===== src/rtl/shift_register_engine.sv =====
// shift_register_engine
// Full-duplex serial shift engine. A transmit word is loaded in parallel and
// shifted out one bit per i_shift_en tick, MSB- or LSB-first. The bits
// clocked in on i_serial_in form a receive word, which is presented on a
// valid/ready handshake.
module shift_register_engine #(
  parameter int WORD_SIZE = 8,
  parameter int CNT_WIDTH = $clog2(WORD_SIZE) + 1
) (
  input  logic                 i_clk,
  input  logic                 i_rst,
  input  logic                 i_load_valid,
  output logic                 o_load_ready,
  input  logic [WORD_SIZE-1:0] i_load_data,
  input  logic                 i_lsb_first,
  input  logic                 i_shift_en,
  input  logic                 i_serial_in,
  output logic                 o_serial_out,
  output logic                 o_rx_valid,
  input  logic                 i_rx_ready,
  output logic [WORD_SIZE-1:0] o_rx_data,
  output logic                 o_busy
);

  localparam logic [1:0] ST_IDLE  = 2'd0;
  localparam logic [1:0] ST_SHIFT = 2'd1;
  localparam logic [1:0] ST_DONE  = 2'd2;

  // Value r_count holds just before the tick that completes a word.
  localparam logic [CNT_WIDTH-1:0] LAST_COUNT = CNT_WIDTH'(WORD_SIZE - 1);

  logic [1:0]           state;
  logic [WORD_SIZE-1:0] r_shift;
  logic [CNT_WIDTH-1:0] r_count;
  logic                 r_lsb_first;

  logic [WORD_SIZE-1:0] shift_next;
  logic                 tx_next;
  logic                 load_first_bit;
  logic                 load_fire;
  logic                 last_tick;

  // A load is accepted only while idle. No word is queued during the
  // receive handshake.
  assign o_load_ready = (state == ST_IDLE);
  assign load_fire    = i_load_valid && o_load_ready;

  // The first transmit bit appears at the load edge, so the far end can
  // sample it on the first tick.
  assign load_first_bit = i_lsb_first ? i_load_data[0] : i_load_data[WORD_SIZE-1];

  // Each tick presents the bit next to the one that is leaving. This uses the
  // direction captured at load.
  assign tx_next = r_lsb_first ? r_shift[1] : r_shift[WORD_SIZE-2];

  assign last_tick = i_shift_en && (r_count == LAST_COUNT);

  // Shift register contents after one tick: receive bit enters at the end
  // opposite the transmit end.
  // NOTE: every variable driven here gets a default first, so no path can
  // leave it unassigned and infer a latch.
  always_comb begin
    shift_next = r_shift;
    if (r_lsb_first) begin
      shift_next = {i_serial_in, r_shift[WORD_SIZE-1:1]};
    end else begin
      shift_next = {r_shift[WORD_SIZE-2:0], i_serial_in};
    end
  end

  // Sequencer: load, tick-driven shifting, and holding the receive word
  // until it is accepted.
  // NOTE: all state uses non-blocking assignments. Every right-hand side
  // therefore reads the pre-edge value, which makes the shift and the
  // transmit-bit update mutually consistent.
  always_ff @(posedge i_clk or posedge i_rst) begin
    if (i_rst) begin
      state        <= ST_IDLE;
      r_shift      <= '0;
      r_count      <= '0;
      r_lsb_first  <= 1'b0;
      o_serial_out <= 1'b0;
      o_rx_valid   <= 1'b0;
      o_rx_data    <= '0;
      o_busy       <= 1'b0;
    end else begin
      case (state)
        ST_IDLE: begin
          if (load_fire) begin
            r_shift      <= i_load_data;
            r_lsb_first  <= i_lsb_first;
            r_count      <= '0;
            o_serial_out <= load_first_bit;
            o_busy       <= 1'b1;
            state        <= ST_SHIFT;
          end
        end

        ST_SHIFT: begin
          if (i_shift_en) begin
            r_shift <= shift_next;
            r_count <= r_count + 1'b1;
            if (last_tick) begin
              o_rx_data    <= shift_next;
              o_rx_valid   <= 1'b1;
              o_serial_out <= 1'b0;
              o_busy       <= 1'b0;
              state        <= ST_DONE;
            end else begin
              o_serial_out <= tx_next;
            end
          end
        end

        ST_DONE: begin
          if (i_rx_ready) begin
            o_rx_valid <= 1'b0;
            state      <= ST_IDLE;
          end
        end

        default: begin
          state <= ST_IDLE;
        end
      endcase
    end
  end

endmodule

===== config.mk =====
export PLATFORM = sky130hd
export DESIGN_NAME = shift_register_engine
export DESIGN_NICKNAME = d
export VERILOG_FILES = /design/src/rtl/shift_register_engine.sv
export SDC_FILE = /design/constraint.sdc
export NUM_CORES = 1
export LEC_CHECK = 0
export ABC_AREA = 1
export CAP_MARGIN = 30
export CORE_MARGIN = 1.5
export CORE_UTILIZATION = 35
export CTS_CLUSTER_DIAMETER = 200
export DETAILED_ROUTE_END_ITERATION = 6
export MAX_ROUTING_LAYER = met4
export PLACE_DENSITY_LB_ADDON = 0.2
export SLEW_MARGIN = 20
export SYNTH_ARGS = -nofsm -noshare
export SYNTH_HDL_FRONTEND = slang
export SYNTH_SLANG_ARGS = --single-unit

===== constraint.sdc =====
create_clock -name i_clk -period 1.6 [get_ports i_clk]
set_input_delay 0.24 -clock i_clk [delete_from_list [all_inputs] [get_ports i_clk]]
set_output_delay 0.24 -clock i_clk [all_outputs]
set_load 0.1 [all_outputs]

Word-level counts from Yosys, hierarchy flattened
Index checks and enable logic that the tools add are counted.
{"block": "classes", "n_eq_ne": 7, "add_sub_neg": 1, "muxes": 26, "n_reduce_logical": 11}
{"cell": "$mux W8", "n": 3}
{"cell": "$pmux W8 S2", "n": 1}
{"cell": "$reduce_and A4 Y1", "n": 3}
{"cell": "$mux W1", "n": 11}
{"cell": "$mux W2", "n": 4}
{"cell": "$mux W4", "n": 2}
{"cell": "$pmux W4 S2", "n": 1}
{"cell": "$ne A2 B2 Y1 const B", "n": 3}
{"cell": "$pmux W1 S2", "n": 3}
{"cell": "$pmux W2 S3", "n": 1}
{"cell": "$reduce_and A3 Y1", "n": 2}
{"cell": "$add A4 B1 Y4 const B", "n": 1}
{"cell": "$eq A4 B3 Y1 const B", "n": 1}
{"cell": "$reduce_bool A2 Y1", "n": 2}
{"cell": "$eq A2 B1 Y1 const B", "n": 1}
{"cell": "$eq A2 B2 Y1 const B", "n": 1}
{"cell": "$logic_and A1 B1 Y1", "n": 2}
{"cell": "$logic_not A2 Y1", "n": 1}
{"cell": "$ne A2 B1 Y1 const B", "n": 1}
{"cell": "$reduce_and A2 Y1", "n": 1}
{"block": "word_totals", "out_inout_bits": 12, "regBits": 26}

Logic depth before layout (Yosys ltp)
Gate-level depths: netlist of the first run.
{"block": "depth", "ltp_word": 5, "mapped_depth": 9, "ltp_nobuf": 8}

Least setup slack after synthesis of the first run
Ideal clock, no wire load.
{"block": "synth_path", "path_type": "register -> register", "start": "register state[1]", "end": "register r_count[0]", "synth_period_minus_slack_ns": 1.906, "setup_time_ns": 0.124, "t_arrival_ns": 1.781, "path_stages_with_launch": 6, "path_slack_ns": -0.306, "required_ns": 1.476, "n_path_buf": 1, "path_cell_list": "dfrtp_1 nor2_2 nand2_4 nand2_2 buf_6 mux2i_1"}
{"block": "synth_via", "elab_chain_len": 4, "elab_cells_between_ends": 8, "classes_between": "eq/ne: 3; mux: 1; reduce/logical: 4"}
{"element": "from (decl)", "line": "32", "rtl": "logic [1:0] state;"}
{"element": "from (signal assigned)", "line": "78", "rtl": "state <= ST_IDLE;"}
{"element": "from (signal assigned)", "line": "95", "rtl": "state <= ST_SHIFT;"}
{"element": "from (signal assigned)", "line": "108", "rtl": "state <= ST_DONE;"}
{"element": "$logic_not A2 Y1 *", "line": "45", "rtl": "assign o_load_ready = (state == ST_IDLE);"}
{"element": "via o_load_ready", "line": "13", "rtl": "output logic o_load_ready,"}
{"element": "$logic_and A1 B1 Y1", "line": "46", "rtl": "assign load_fire = i_load_valid && o_load_ready;"}
{"element": "$ne A2 B1 Y1 (no line)"}
{"element": "$reduce_and A3 Y1 (no line)"}
{"element": "to (signal assigned)", "line": "102", "rtl": "r_count <= r_count + 1'b1;"}
{"element": "to (decl)", "line": "34", "rtl": "logic [CNT_WIDTH-1:0] r_count;"}
The timed path passes the listed nets; every way through them passes the cells marked *.
A chain may end at the register's enable or synchronous reset.

Worst setup path after layout of the first run
{"block": "layout_path", "start": "register state[1]", "end": "output port o_load_ready"}
{"block": "layout_via", "elab_chain_len": 1}
{"element": "$logic_not A2 Y1", "line": "45"}
{"element": "to (decl)", "line": "13"}
No other way between the ends.

==> impl_summary.txt, run 1 <==
----------------------------------------------------
[STA]
  Final clock skew ... about 0.0036 ns
  Max-Slew Margin vs Limit ... roughly 77%
  Final hold slack ... roughly 0.32 ns
  Final-layout setup total negative slack ... 0 ns
  Number of pins exceeding their max-slew limit in the final report ... 0
  Final Setup Violations ... 0
  RSZ-0062 raised after global routing ... no
  Post-route minimum period ... 1.36 ns
  Slew @ Worst Pin ... between 0.3 and 0.4 ns
  Minimum setup slack in the final design ... 0.240 ns
  Final hold viol count ... 0
  F_max ... 735 MHz
  Final clock period utilization by the worst path ... about 85%

[GRT]
  Largest net degree at the start of global routing ... 27
  Antenna violations before repair ... 0
  Global-route usage over all layers ... between 10% and 20%
  Global-route wire length before repair ... about 5.0 mm
  Number of global-route vias before repair ... 1167
  Total gr overflow ... 0

[Yosys]
  Yosys top cell area share ... slightly below 50%
  Synthesis warning total ... 0
  Top cells by area, synth ... sky130_fd_sc_hd__dfrtp_1 (49%), sky130_fd_sc_hd__nand2_1 (25%), sky130_fd_sc_hd__nand3_1 (4.6%), sky130_fd_sc_hd__o21ai_0 (3.4%), sky130_fd_sc_hd__inv_1 (3.1%)
  Cell Area, Synth ... 1320 sq um
  Number of cells produced by synthesis ... 176
  Syn Area/Cell ... approximately 7.5 sq um
  Largest area contributor in the netlist ... sky130_fd_sc_hd__dfrtp_1
  Cell variety after synth ... 19
  Post-Syn Nets ... between 150 and 200
  Seq cells post-synth ... 26
  Portion of the post-synthesis area used by sequential elements ... approximately 50%

[Final layout]
  Layout overhead on the synthesized area ... 36.4%
  Number of inserted diodes ... 0
  Post-route standard cell area excluding fillers ... around 1800 sq um
  Total Nets Final ... roughly 220
  Fraction of final layout cells with drive strength greater than 1 ... between 10% and 20%
  Post-layout util ... 49.4%

[Critical path]
  Worst Setup End Kind ... primary output
  Startpoint class of the critical path ... flop
  Maximum fanout encountered on the critical timing path ... 4
  Worst path top cell family by delay ... flip-flops
  Ordered cell list for the critical path ... nor2_4, buf_12
  Crit path required time ... 1.36 ns
  Slowest stage cell on the critical path ... sky130_fd_sc_hd__dfrtp_1
  Reg2reg start ... state[1]$_DFFE_PP0P_
  Crit Path Category ... reg -> out
  Arrival @ worst endpoint ... ~1.1 ns
  Number of buffers and inverters on the critical path ... 1
  Worst setup path startpoint ... state[1]$_DFFE_PP0P_
  CP peak stage delay ... approximately 0.47 ns

[Clocking]
  Hold-fix buffer count after cts ... 0
  Clock latency on the worst-skew pair ... 0.27 ns
  TritonCTS buffer count ... 3
  CTS tree ... yes
  Sinks on the clock net ... 26
  Clock-pin slew on the worst setup and hold paths ... roughly 0.090 ns
  Number of buffers added for setup after CTS ... 0
  Post-cts repair resize count ... 0
  Buffer depth of the longest clock path ... 2
  Clock Root Buffer ... sky130_fd_sc_hd__clkbuf_8
  Depth of the CTS H-tree ... 1

[Drt]
  Total length of routed wires ... between 2 and 3 mm
  Antenna-violating nets left ... 0
  DRC errors left ... 0
  Vias per std cell ... ~4.6
  Average wire length per cell after detail routing ... 11.4 um
  Via count of the routed design ... 1154
  Detailed Routing Iterations Pass 1 ... 4
  Number of DRC markers in iteration 0 ... 37

[Place]
  Number of buffers inserted by port buffering ... 26
  RePlAce Congestion ... 0.820
  Area post-placement ... around 1700 sq um
  Worst slack at placement ... around 0.12 ns
  DPL Wire Length ... between 2 and 2.5 mm

[Min path]
  Path category of the worst min-delay check ... in -> async

[Flow run]
  Number of maximum-capacitance violations ... 0

[Power and ir drop]
  Lkg Pwr ... 0.952 nW
  Peak ir drop on the vdd network ... a little over 0.0009 V
  Ratio of total power to cell area ... 2110 nW/um^2

[Die]
  Number of top-level design ports ... 27
  Die Outline Area ... between 4000 and 5000 sq um
  Vertical die dimension ... 64.4 um
  Initial Util ... a little over a third
  Core Box Area ... 3630 sq um
  Number of rows in the core area ... 22
  Horizontal die dimension ... approximately 64 um

[Status]
  Result of the run ... completed

----------------------------------------------------
worst min-delay path, delay by kind of cell:
kind                   cells  cell delay, ns
buffers and inverters      3            0.76
metal layers:
layer | vias up | global-route usage, % | routed length (um)
li1 | 594 | - | -
met1 | 529 | 19.2 | 1350
met2 | 26 | 25.9 | 1360
met3 | 5 | 2.11 | 116
met4 | 0 | 6.65 | 41
met5 | - | - | 0
power breakdown:
group | internal [mW] | switching, mW | total (mW)
Combinational | 0.755 | 1.46 | 2.22
Clock | 0.220 | 0.206 | 0.427
Sequential | 0.906 | 0.252 | 1.16
Total | 1.88 | 1.92 | 3.80
Yosys cell counts:
library cell / number
sky130_fd_sc_hd__nor2_1: 7
sky130_fd_sc_hd__a21oi_1: 1
sky130_fd_sc_hd__nor2_2: 1
sky130_fd_sc_hd__o21ai_1: 2
sky130_fd_sc_hd__buf_2: 2
sky130_fd_sc_hd__nand2_4: 1
sky130_fd_sc_hd__o211ai_1: 1
sky130_fd_sc_hd__dfrtp_1: 26
sky130_fd_sc_hd__nor2_4: 1
sky130_fd_sc_hd__inv_1: 11
sky130_fd_sc_hd__a21oi_2: 1
sky130_fd_sc_hd__inv_2: 4
sky130_fd_sc_hd__nand2_1: 89
sky130_fd_sc_hd__buf_6: 3
sky130_fd_sc_hd__ha_1: 1
sky130_fd_sc_hd__nand2_2: 3
sky130_fd_sc_hd__nand3_1: 12
sky130_fd_sc_hd__mux2i_1: 1
sky130_fd_sc_hd__o21ai_0: 9
cell type report:
type	instances	area (sq um)
clock buffers	4	55.1
fillers	368	1840
inverters	15	56.3
multi-input cells	130	572
flip-flops and latches	26	651
well taps	48	60.1
repair buffers	29	403
stage by stage:
step | instances | power, mW
after global routing | 252 | 4.04
final | 252 | 3.80
after floorplan | 176 | 2.65
after global placement | 248 | 3.35
after CTS | 252 | 3.83
after detailed placement | 248 | 3.40
registers in the layout, indices dropped and copies added (netlist names):
signal	cells
r_count	4
o_serial_out	1
r_lsb_first	1
state	2
o_rx_valid	1
o_busy	1
r_shift	8
o_rx_data	8
worst paths after layout:
| check | to | slack, ns | cells after the start |
|---|---|---|---|
| hold / removal | o_busy$_DFFE_PP0P_ | 0.32 | 3 |
| hold reg to reg | r_shift[7]$_DFFE_PP0P_ | 0.49 | 2 |
| setup reg to reg | r_shift[1]$_DFFE_PP0P_ | 0.27 | 6 |
| min in group i_clk | r_shift[7]$_DFFE_PP0P_ | 0.49 | 2 |
| max in group asynchronous | o_rx_data[7]$_DFFE_PP0P_ | 1.02 | 3 |
| setup / recovery | o_load_ready | 0.24 | 2 |
cell families after synthesis:
| kind of cell | share of synthesized area, % |
|---|---|
| adders and majority gates | 0.950 |
| DFF | 49.4 |
| buffers and inverters | 7.60 |
| and+or+nand+nor | 35.5 |
| muxes | 0.760 |
| AOI/OAI and AO/OA | 5.79 |
placed cells by master, fill, tap and decap left out:
cell type | synthesis | routed
sky130_fd_sc_hd__a21oi_1 | 1 | 1
sky130_fd_sc_hd__a21oi_2 | 1 | 1
sky130_fd_sc_hd__buf_12 | 0 | 12
sky130_fd_sc_hd__buf_4 | 0 | 3
sky130_fd_sc_hd__clkbuf_8 | 0 | 4
sky130_fd_sc_hd__clkdlybuf4s50_1 | 0 | 14
sky130_fd_sc_hd__dfrtp_1 | 26 | 26
sky130_fd_sc_hd__ha_1 | 1 | 1
sky130_fd_sc_hd__inv_1 | 11 | 11
sky130_fd_sc_hd__inv_2 | 4 | 4
sky130_fd_sc_hd__mux2i_1 | 1 | 1
sky130_fd_sc_hd__nand2_1 | 89 | 89
sky130_fd_sc_hd__nand2_2 | 3 | 3
sky130_fd_sc_hd__nand2_4 | 1 | 1
sky130_fd_sc_hd__nand3_1 | 12 | 12
sky130_fd_sc_hd__nor2_1 | 7 | 7
sky130_fd_sc_hd__nor2_4 | 1 | 2
sky130_fd_sc_hd__o211ai_1 | 1 | 1
sky130_fd_sc_hd__o21ai_0 | 9 | 9
sky130_fd_sc_hd__o21ai_1 | 2 | 2
Power figures use the tool's default switching activity.
==> inputs of run 2 (changes only) <==
--- a/config.mk
+++ b/config.mk
@@ -7,7 +7,7 @@
 export LEC_CHECK = 0
 export ABC_AREA = 1
 export CAP_MARGIN = 30
-export CORE_MARGIN = 1.5
+export CORE_ASPECT_RATIO = 0.7
 export CORE_UTILIZATION = 35
 export CTS_CLUSTER_DIAMETER = 200
 export DETAILED_ROUTE_END_ITERATION = 6
==> run 2 against run 1 <==
  * Routed wire length decreased by 1.8%
  * Final area grew 0.56%
  * Clock power shrank 1%
  * Sequential power barely moved
  * Combinational power barely moved
  * Utilization up 1.3 points
  * Final cell count increased by 1.2%
  * Global-route usage rose by 0.81 points
  * Setup slack better by 0.0016 ns
  * Largest cell class unchanged
  * Largest power group unchanged
==> impl_summary.txt, run 2 (synthesis results as in run 1) <==
----------------------------------------------------
[STA]
  Minimum setup slack in the final design ... between 0.2 and 0.25 ns
  Final-layout setup total negative slack ... 0 ns
  Max-Slew Margin vs Limit ... 77.5%
  Post-route minimum period ... roughly 1.4 ns
  Final Setup Violations ... 0
  Final clock skew ... about 0.0026 ns
  Final hold slack ... 0.326 ns
  Final clock period utilization by the worst path ... 84.9%
  F_max ... 736 MHz
  RSZ-0062 raised after global routing ... no
  Number of pins exceeding their max-slew limit in the final report ... 0
  Slew @ Worst Pin ... around 0.34 ns
  Final hold viol count ... 0

[Clocking]
  Number of buffers added for setup after CTS ... 0
  CTS tree ... yes
  TritonCTS buffer count ... 3
  Buffer depth of the longest clock path ... 2
  Clock Root Buffer ... sky130_fd_sc_hd__clkbuf_8
  Post-cts repair resize count ... 0
  Hold-fix buffer count after cts ... 0
  Clock-pin slew on the worst setup and hold paths ... approximately 0.090 ns
  Clock latency on the worst-skew pair ... ~0.27 ns
  Sinks on the clock net ... 26
  Depth of the CTS H-tree ... 1

[Status]
  Result of the run ... completed

[Die]
  Number of top-level design ports ... 27
  Vertical die dimension ... 53.3 um
  Die Outline Area ... around 4000 sq um
  Initial Util ... about 37%
  Core Box Area ... around 3600 sq um
  Number of rows in the core area ... 18
  Horizontal die dimension ... approximately 75 um

[Final layout]
  Biggest registers after layout ... o_rx_data (8), r_shift (8), r_count (4)
  Area taken by multi-input logic gates ... about 570 sq um
  Layout overhead on the synthesized area ... 37.1%
  Count of non-filler cells in the finished layout ... around 260
  Most frequent cells in the layout ... sky130_fd_sc_hd__nand2_1 (89), sky130_fd_sc_hd__dfrtp_1 (26), sky130_fd_sc_hd__clkdlybuf4s50_1 (14), sky130_fd_sc_hd__nand3_1 (12), sky130_fd_sc_hd__buf_12 (12)
  Commonest non-fill, non-tap cell in the layout ... sky130_fd_sc_hd__nand2_1
  Total Nets Final ... 222
  Layout filler cell count ... roughly 370
  Fraction of final layout cells with drive strength greater than 1 ... 15.1%
  Number of inserted diodes ... 0
  Sequential cell area ... between 600 and 700 sq um

[Power and ir drop]
  Pint ... between 1.5 and 2 mW
  Switching share of total power ... around 50%
  Lkg Pwr ... between 0.9 and 1 nW
  Clk network pwr share ... between 10% and 20%
  Peak ir drop on the vdd network ... roughly 0.0010 V
  Sw Pwr ... 1.92 mW
  Sequential share of power ... between 30% and 40%
  Ratio of total power to cell area ... 2110 nW/um^2
  Combinational Power Share ... 58.7%

[Drt]
  Met3 routed wirelength ... approximately 120 um
  Detailed Routing Iterations Pass 1 ... 4
  Total length of routed wires ... roughly 2.8 mm
  Vias per std cell ... about 4.4
  Antenna-violating nets left ... 0
  Number of DRC markers in iteration 0 ... 56
  Met2 WL ... 1.16 mm
  DRC errors left ... 0
  Average wire length per cell after detail routing ... 11.1 um
  Detailed-route wire length on metal 1 ... around 1.5 mm
  Via count of the routed design ... roughly 1100
  DR top layer ... met4

[Critical path]
  Crit path required time ... 1.36 ns
  Slowest stage cell on the critical path ... sky130_fd_sc_hd__dfrtp_1
  Startpoint class of the critical path ... flop
  Crit Path Category ... reg -> out
  Worst Setup End Kind ... primary output
  Ordered cell list for the critical path ... nor2_4, buf_12
  Arrival @ worst endpoint ... roughly 1.1 ns
  Maximum fanout encountered on the critical timing path ... 4
  CP peak stage delay ... between 0.4 and 0.5 ns

[Place]
  Number of buffers inserted by port buffering ... 26
  DPL Wire Length ... around 2.2 mm
  Placed Cells ... about 250
  Worst slack at placement ... between 0.15 and 0.2 ns
  RePlAce Congestion ... roughly 0.9

[GRT]
  Global-route wire length before repair ... 4.75 mm
  Antenna violations before repair ... 0
  Largest net degree at the start of global routing ... 27
  Number of global-route vias before repair ... 1035
  Total gr overflow ... 0
  Global-route usage over all layers ... between 15 and 20%

[Min path]
  Path category of the worst min-delay check ... in -> async

[Flow run]
  Number of maximum-capacitance violations ... 0

----------------------------------------------------
## run 2: cell count changes in the layout (fill, tap and decap cells not counted)
| cell | previous run | this run |
|---|---|---|
| sky130_fd_sc_hd__buf_4 | 3 | 4 |
## run 2: per-layer routing
metal	GRT usage [%]	up-vias
li1	-	598
met1	23.5	486
met2	24.0	28
met3	4.19	2
met4	2.47	0
met5	-	-
## run 2: final timing paths
kind                                              from                        to  slack [ns]  depth (start not counted)
worst max-delay path              state[1]$_DFFE_PP0P_              o_load_ready        0.24                          2
max in group asynchronous                        i_rst  o_rx_data[1]$_DFFE_PP0P_        1.02                          3
worst min-delay path                             i_rst  o_rx_data[5]$_DFFE_PP0P_        0.33                          3
min in group i_clk              r_shift[0]$_DFFE_PP0P_    r_shift[0]$_DFFE_PP0P_        0.50                          2
worst min register to register  r_shift[0]$_DFFE_PP0P_    r_shift[0]$_DFFE_PP0P_        0.50                          2
worst max register to register    state[1]$_DFFE_PP0P_    r_shift[6]$_DFFE_PP0P_        0.30                          6
## run 2: stage by stage
step / instance area (sq um) / utilization [%] / power (mW)
final: 1810 / 50.8 / 3.81
after global routing: 1810 / 50.8 / 4.06
after CTS: 1810 / 50.8 / 3.83
after detailed placement: 1750 / 49.2 / 3.41
after global placement: 1750 / 49.2 / 3.37
after floorplan: 1320 / - / 2.65
## run 2: cell type report
class / instances / area share [%]
sequential: 26 / 36.0
inverter: 15 / 3.12
clock buffer: 4 / 3.05
timing repair buffer: 30 / 22.7
tap: 50 / 3.46
multi-input combinational: 130 / 31.6
## run 2: power by group through the flow
stage / registers, mW / logic (mW) / clock network, mW
floorplan: 1.78 / 0.867 / 0
global placement: 1.15 / 2.22 / 0
detailed placement: 1.16 / 2.25 / 0
CTS: 1.15 / 2.26 / 0.428
global route: 1.18 / 2.42 / 0.458
finish: 1.15 / 2.24 / 0.422
## run 2: critical path: cells and delay by family (launching register included)
family | cells | cell delay (ns)
AND/OR/NAND/NOR | 1 | 0.19
buffers and inverters | 1 | 0.19
flip-flops | 1 | 0.47
==> inputs of run 3 (changes only) <==
==> constraint.sdc (replaced) <==
create_clock -name i_clk -period 1.4 [get_ports i_clk]
set_input_delay 0.21 -clock i_clk [delete_from_list [all_inputs] [get_ports i_clk]]
set_output_delay 0.21 -clock i_clk [all_outputs]
set_load 0.1 [all_outputs]
==> run 3 against run 2 <==
  * Power increased by 20%
  * Register-to-register slack worse by 0.19 ns
  * Critical path depth unchanged
  * Utilization rose by 1.3 points
  * Setup slack lost 0.14 ns
  * Largest cell class unchanged
  * Critical path type unchanged
  * Highest routed layer unchanged
  * Sequential power grew 15%
  * Largest power group unchanged
  * First-iteration DRC count rose by 29%
==> impl_summary.txt, run 3 (synthesis results as in run 1) <==
----------------------------------------------------
[STA]
  Final clock skew ... ~0.00082 ns
  Post-route minimum period ... ~1.3 ns
  Final clock period utilization by the worst path ... just over 90%
  RSZ-0062 raised after global routing ... no
  Final-layout setup total negative slack ... 0 ns
  Final Setup Violations ... 0
  F_max ... about 770 MHz
  Number of pins exceeding their max-slew limit in the final report ... 0
  Slew @ Worst Pin ... approximately 0.33 ns
  Final hold slack ... ~0.3 ns
  Max-Slew Margin vs Limit ... ~78%
  Minimum setup slack in the final design ... just under 0.1 ns
  Final hold viol count ... 0

[Critical path]
  Crit Path Category ... reg -> out
  Worst Setup End Kind ... primary output
  CP peak stage delay ... 0.47 ns
  Arrival @ worst endpoint ... around 1.1 ns
  Crit path required time ... 1.19 ns
  Ordered cell list for the critical path ... nor2_4, buf_12
  Worst setup path startpoint ... state[1]$_DFFE_PP0P_
  Maximum fanout encountered on the critical timing path ... 4
  Startpoint class of the critical path ... flop
  Reg2reg start ... r_count[0]$_DFFE_PP0P_
  Worst path top cell family by delay ... flip-flops
  Number of cell instances on the worst register-to-register path ... 7
  Slowest stage cell on the critical path ... sky130_fd_sc_hd__dfrtp_1
  Critical Path Stages ... 2
  Number of buffers and inverters on the critical path ... 1

[Die]
  Number of rows in the core area ... 18
  Core Box Area ... 3560 sq um
  Horizontal die dimension ... 75.3 um
  Number of top-level design ports ... 27
  Die Outline Area ... about 4000 sq um
  Initial Util ... 37.0%
  Vertical die dimension ... 53.3 um

[Final layout]
  Fraction of final layout cells with drive strength greater than 1 ... between 10% and 20%
  Most frequent cells in the layout ... sky130_fd_sc_hd__nand2_1 (89), sky130_fd_sc_hd__dfrtp_1 (26), sky130_fd_sc_hd__clkdlybuf4s50_1 (14), sky130_fd_sc_hd__buf_12 (13), sky130_fd_sc_hd__nand3_1 (12)
  Biggest registers after layout ... o_rx_data (8), r_shift (8), r_count (4)
  Layout filler cell count ... 358
  Commonest non-fill, non-tap cell in the layout ... sky130_fd_sc_hd__nand2_1
  Total Nets Final ... 223
  Number of inserted diodes ... 0
  Layout overhead on the synthesized area ... 40.6%
  Post-layout util ... a little over half

[GRT]
  Number of global-route vias before repair ... roughly 1000
  Global-route usage over all layers ... approximately 17%
  Antenna violations before repair ... 0
  Largest net degree at the start of global routing ... 27
  Total gr overflow ... 0
  Global-route wire length before repair ... approximately 4.8 mm

[Drt]
  Total length of routed wires ... slightly below 3 mm
  Vias per std cell ... between 4 and 5
  Antenna-violating nets left ... 0
  Number of DRC markers in iteration 0 ... between 70 and 80
  Average wire length per cell after detail routing ... ~11 um
  Via count of the routed design ... 1132
  Detailed Routing Iterations Pass 1 ... 4
  DRC errors left ... 0

[Place]
  Number of buffers inserted by port buffering ... 26
  Worst slack at placement ... -0.0419 ns
  DPL Wire Length ... between 2 and 2.5 mm
  RePlAce Congestion ... roughly 0.85

[Clocking]
  Depth of the CTS H-tree ... 1
  Clock latency on the worst-skew pair ... around 0.26 ns
  Number of buffers added for setup after CTS ... 0
  CTS tree ... yes
  Hold-fix buffer count after cts ... 0
  Buffer depth of the longest clock path ... 2
  Clock-pin slew on the worst setup and hold paths ... 0.09 ns
  Sinks on the clock net ... 26
  Clock Root Buffer ... sky130_fd_sc_hd__clkbuf_8
  TritonCTS buffer count ... 3

[Status]
  Result of the run ... completed

[Power and ir drop]
  Peak ir drop on the vdd network ... 0.00111 V
  Lkg Pwr ... about 0.97 nW
  Ratio of total power to cell area ... between 2000 and 2500 nW/um^2
  Pwr Total ... approximately 4.6 mW

[Min path]
  Path category of the worst min-delay check ... in -> async

[Flow run]
  Number of maximum-capacitance violations ... 0

----------------------------------------------------
-- run 3: cell count changes in the layout (fill, tap and decap cells not counted) --
cell	before	now
sky130_fd_sc_hd__buf_6	0	1
sky130_fd_sc_hd__clkbuf_8	4	3
sky130_fd_sc_hd__bufinv_16	0	1
sky130_fd_sc_hd__nand2_2	3	2
sky130_fd_sc_hd__buf_12	12	13
sky130_fd_sc_hd__buf_4	4	3
sky130_fd_sc_hd__nand2_4	1	2
-- run 3: path summary, 6_finish.rpt --
kind                                       endpoint  slack, ns
min reg2reg                  r_shift[4]$_DFFE_PP0P_       0.51
max reg2reg                    state[1]$_DFFE_PP0P_       0.11
min                        o_rx_data[2]$_DFFE_PP0P_       0.30
max in group asynchronous    r_shift[2]$_DFFE_PP0P_       0.85
min in group i_clk           r_shift[4]$_DFFE_PP0P_       0.51
max                                    o_load_ready        0.1
-- run 3: what timing repair did --
action	4_1_cts	5_1_grt
resized for setup	0	1
setup endpoints to repair	0	2
hold endpoints to repair	0	0
-- run 3: cell type report --
| type | count | area (sq um) | area share [%] |
|---|---|---|---|
| tap | 50 | 62.6 | 3.38 |
| inverter | 15 | 56.3 | 3.04 |
| timing repair buffer | 31 | 434 | 23.4 |
| sequential | 26 | 651 | 35.1 |
| clock inverter | 1 | 30.0 | 1.62 |
| multi-input combinational | 130 | 577 | 31.1 |
| clock buffer | 3 | 41.3 | 2.23 |
-- run 3: power breakdown --
part / internal, mW / switching [mW] / leakage [nW]
sequential: 1.04 / 0.286 / 0.329
clock: 0.382 / 0.226 / 0.0357
combinational: 0.923 / 1.72 / 0.610
total: 2.34 / 2.23 / 0.974
-- run 3: routing by layer --
| layer | up-vias | global-route usage [%] | routed length (um) |
|---|---|---|---|
| li1 | 602 | - | - |
| met1 | 500 | 24.8 | 1560 |
| met2 | 28 | 24.4 | 1170 |
| met3 | 2 | 4.00 | 137 |
| met4 | 0 | 3.70 | 18 |
| met5 | - | - | 0 |
-- run 3: worst register-to-register path, stage by stage (launching register included) --
cell and delay [ns]:
sky130_fd_sc_hd__dfrtp_1 0.42, sky130_fd_sc_hd__ha_1 0.22, sky130_fd_sc_hd__nand2_1 0.06, sky130_fd_sc_hd__inv_1 0.04
sky130_fd_sc_hd__nand2_1 0.08, sky130_fd_sc_hd__inv_2 0.05, sky130_fd_sc_hd__nand2_2 0.16, sky130_fd_sc_hd__o21ai_0 0.13
-- run 3: per-stage QoR --
stage | instances | cell area (sq um)
after floorplan | 176 | 1330
after global placement | 252 | 1780
after detailed placement | 252 | 1780
after CTS | 256 | 1850
after global routing | 256 | 1850
final | 256 | 1850
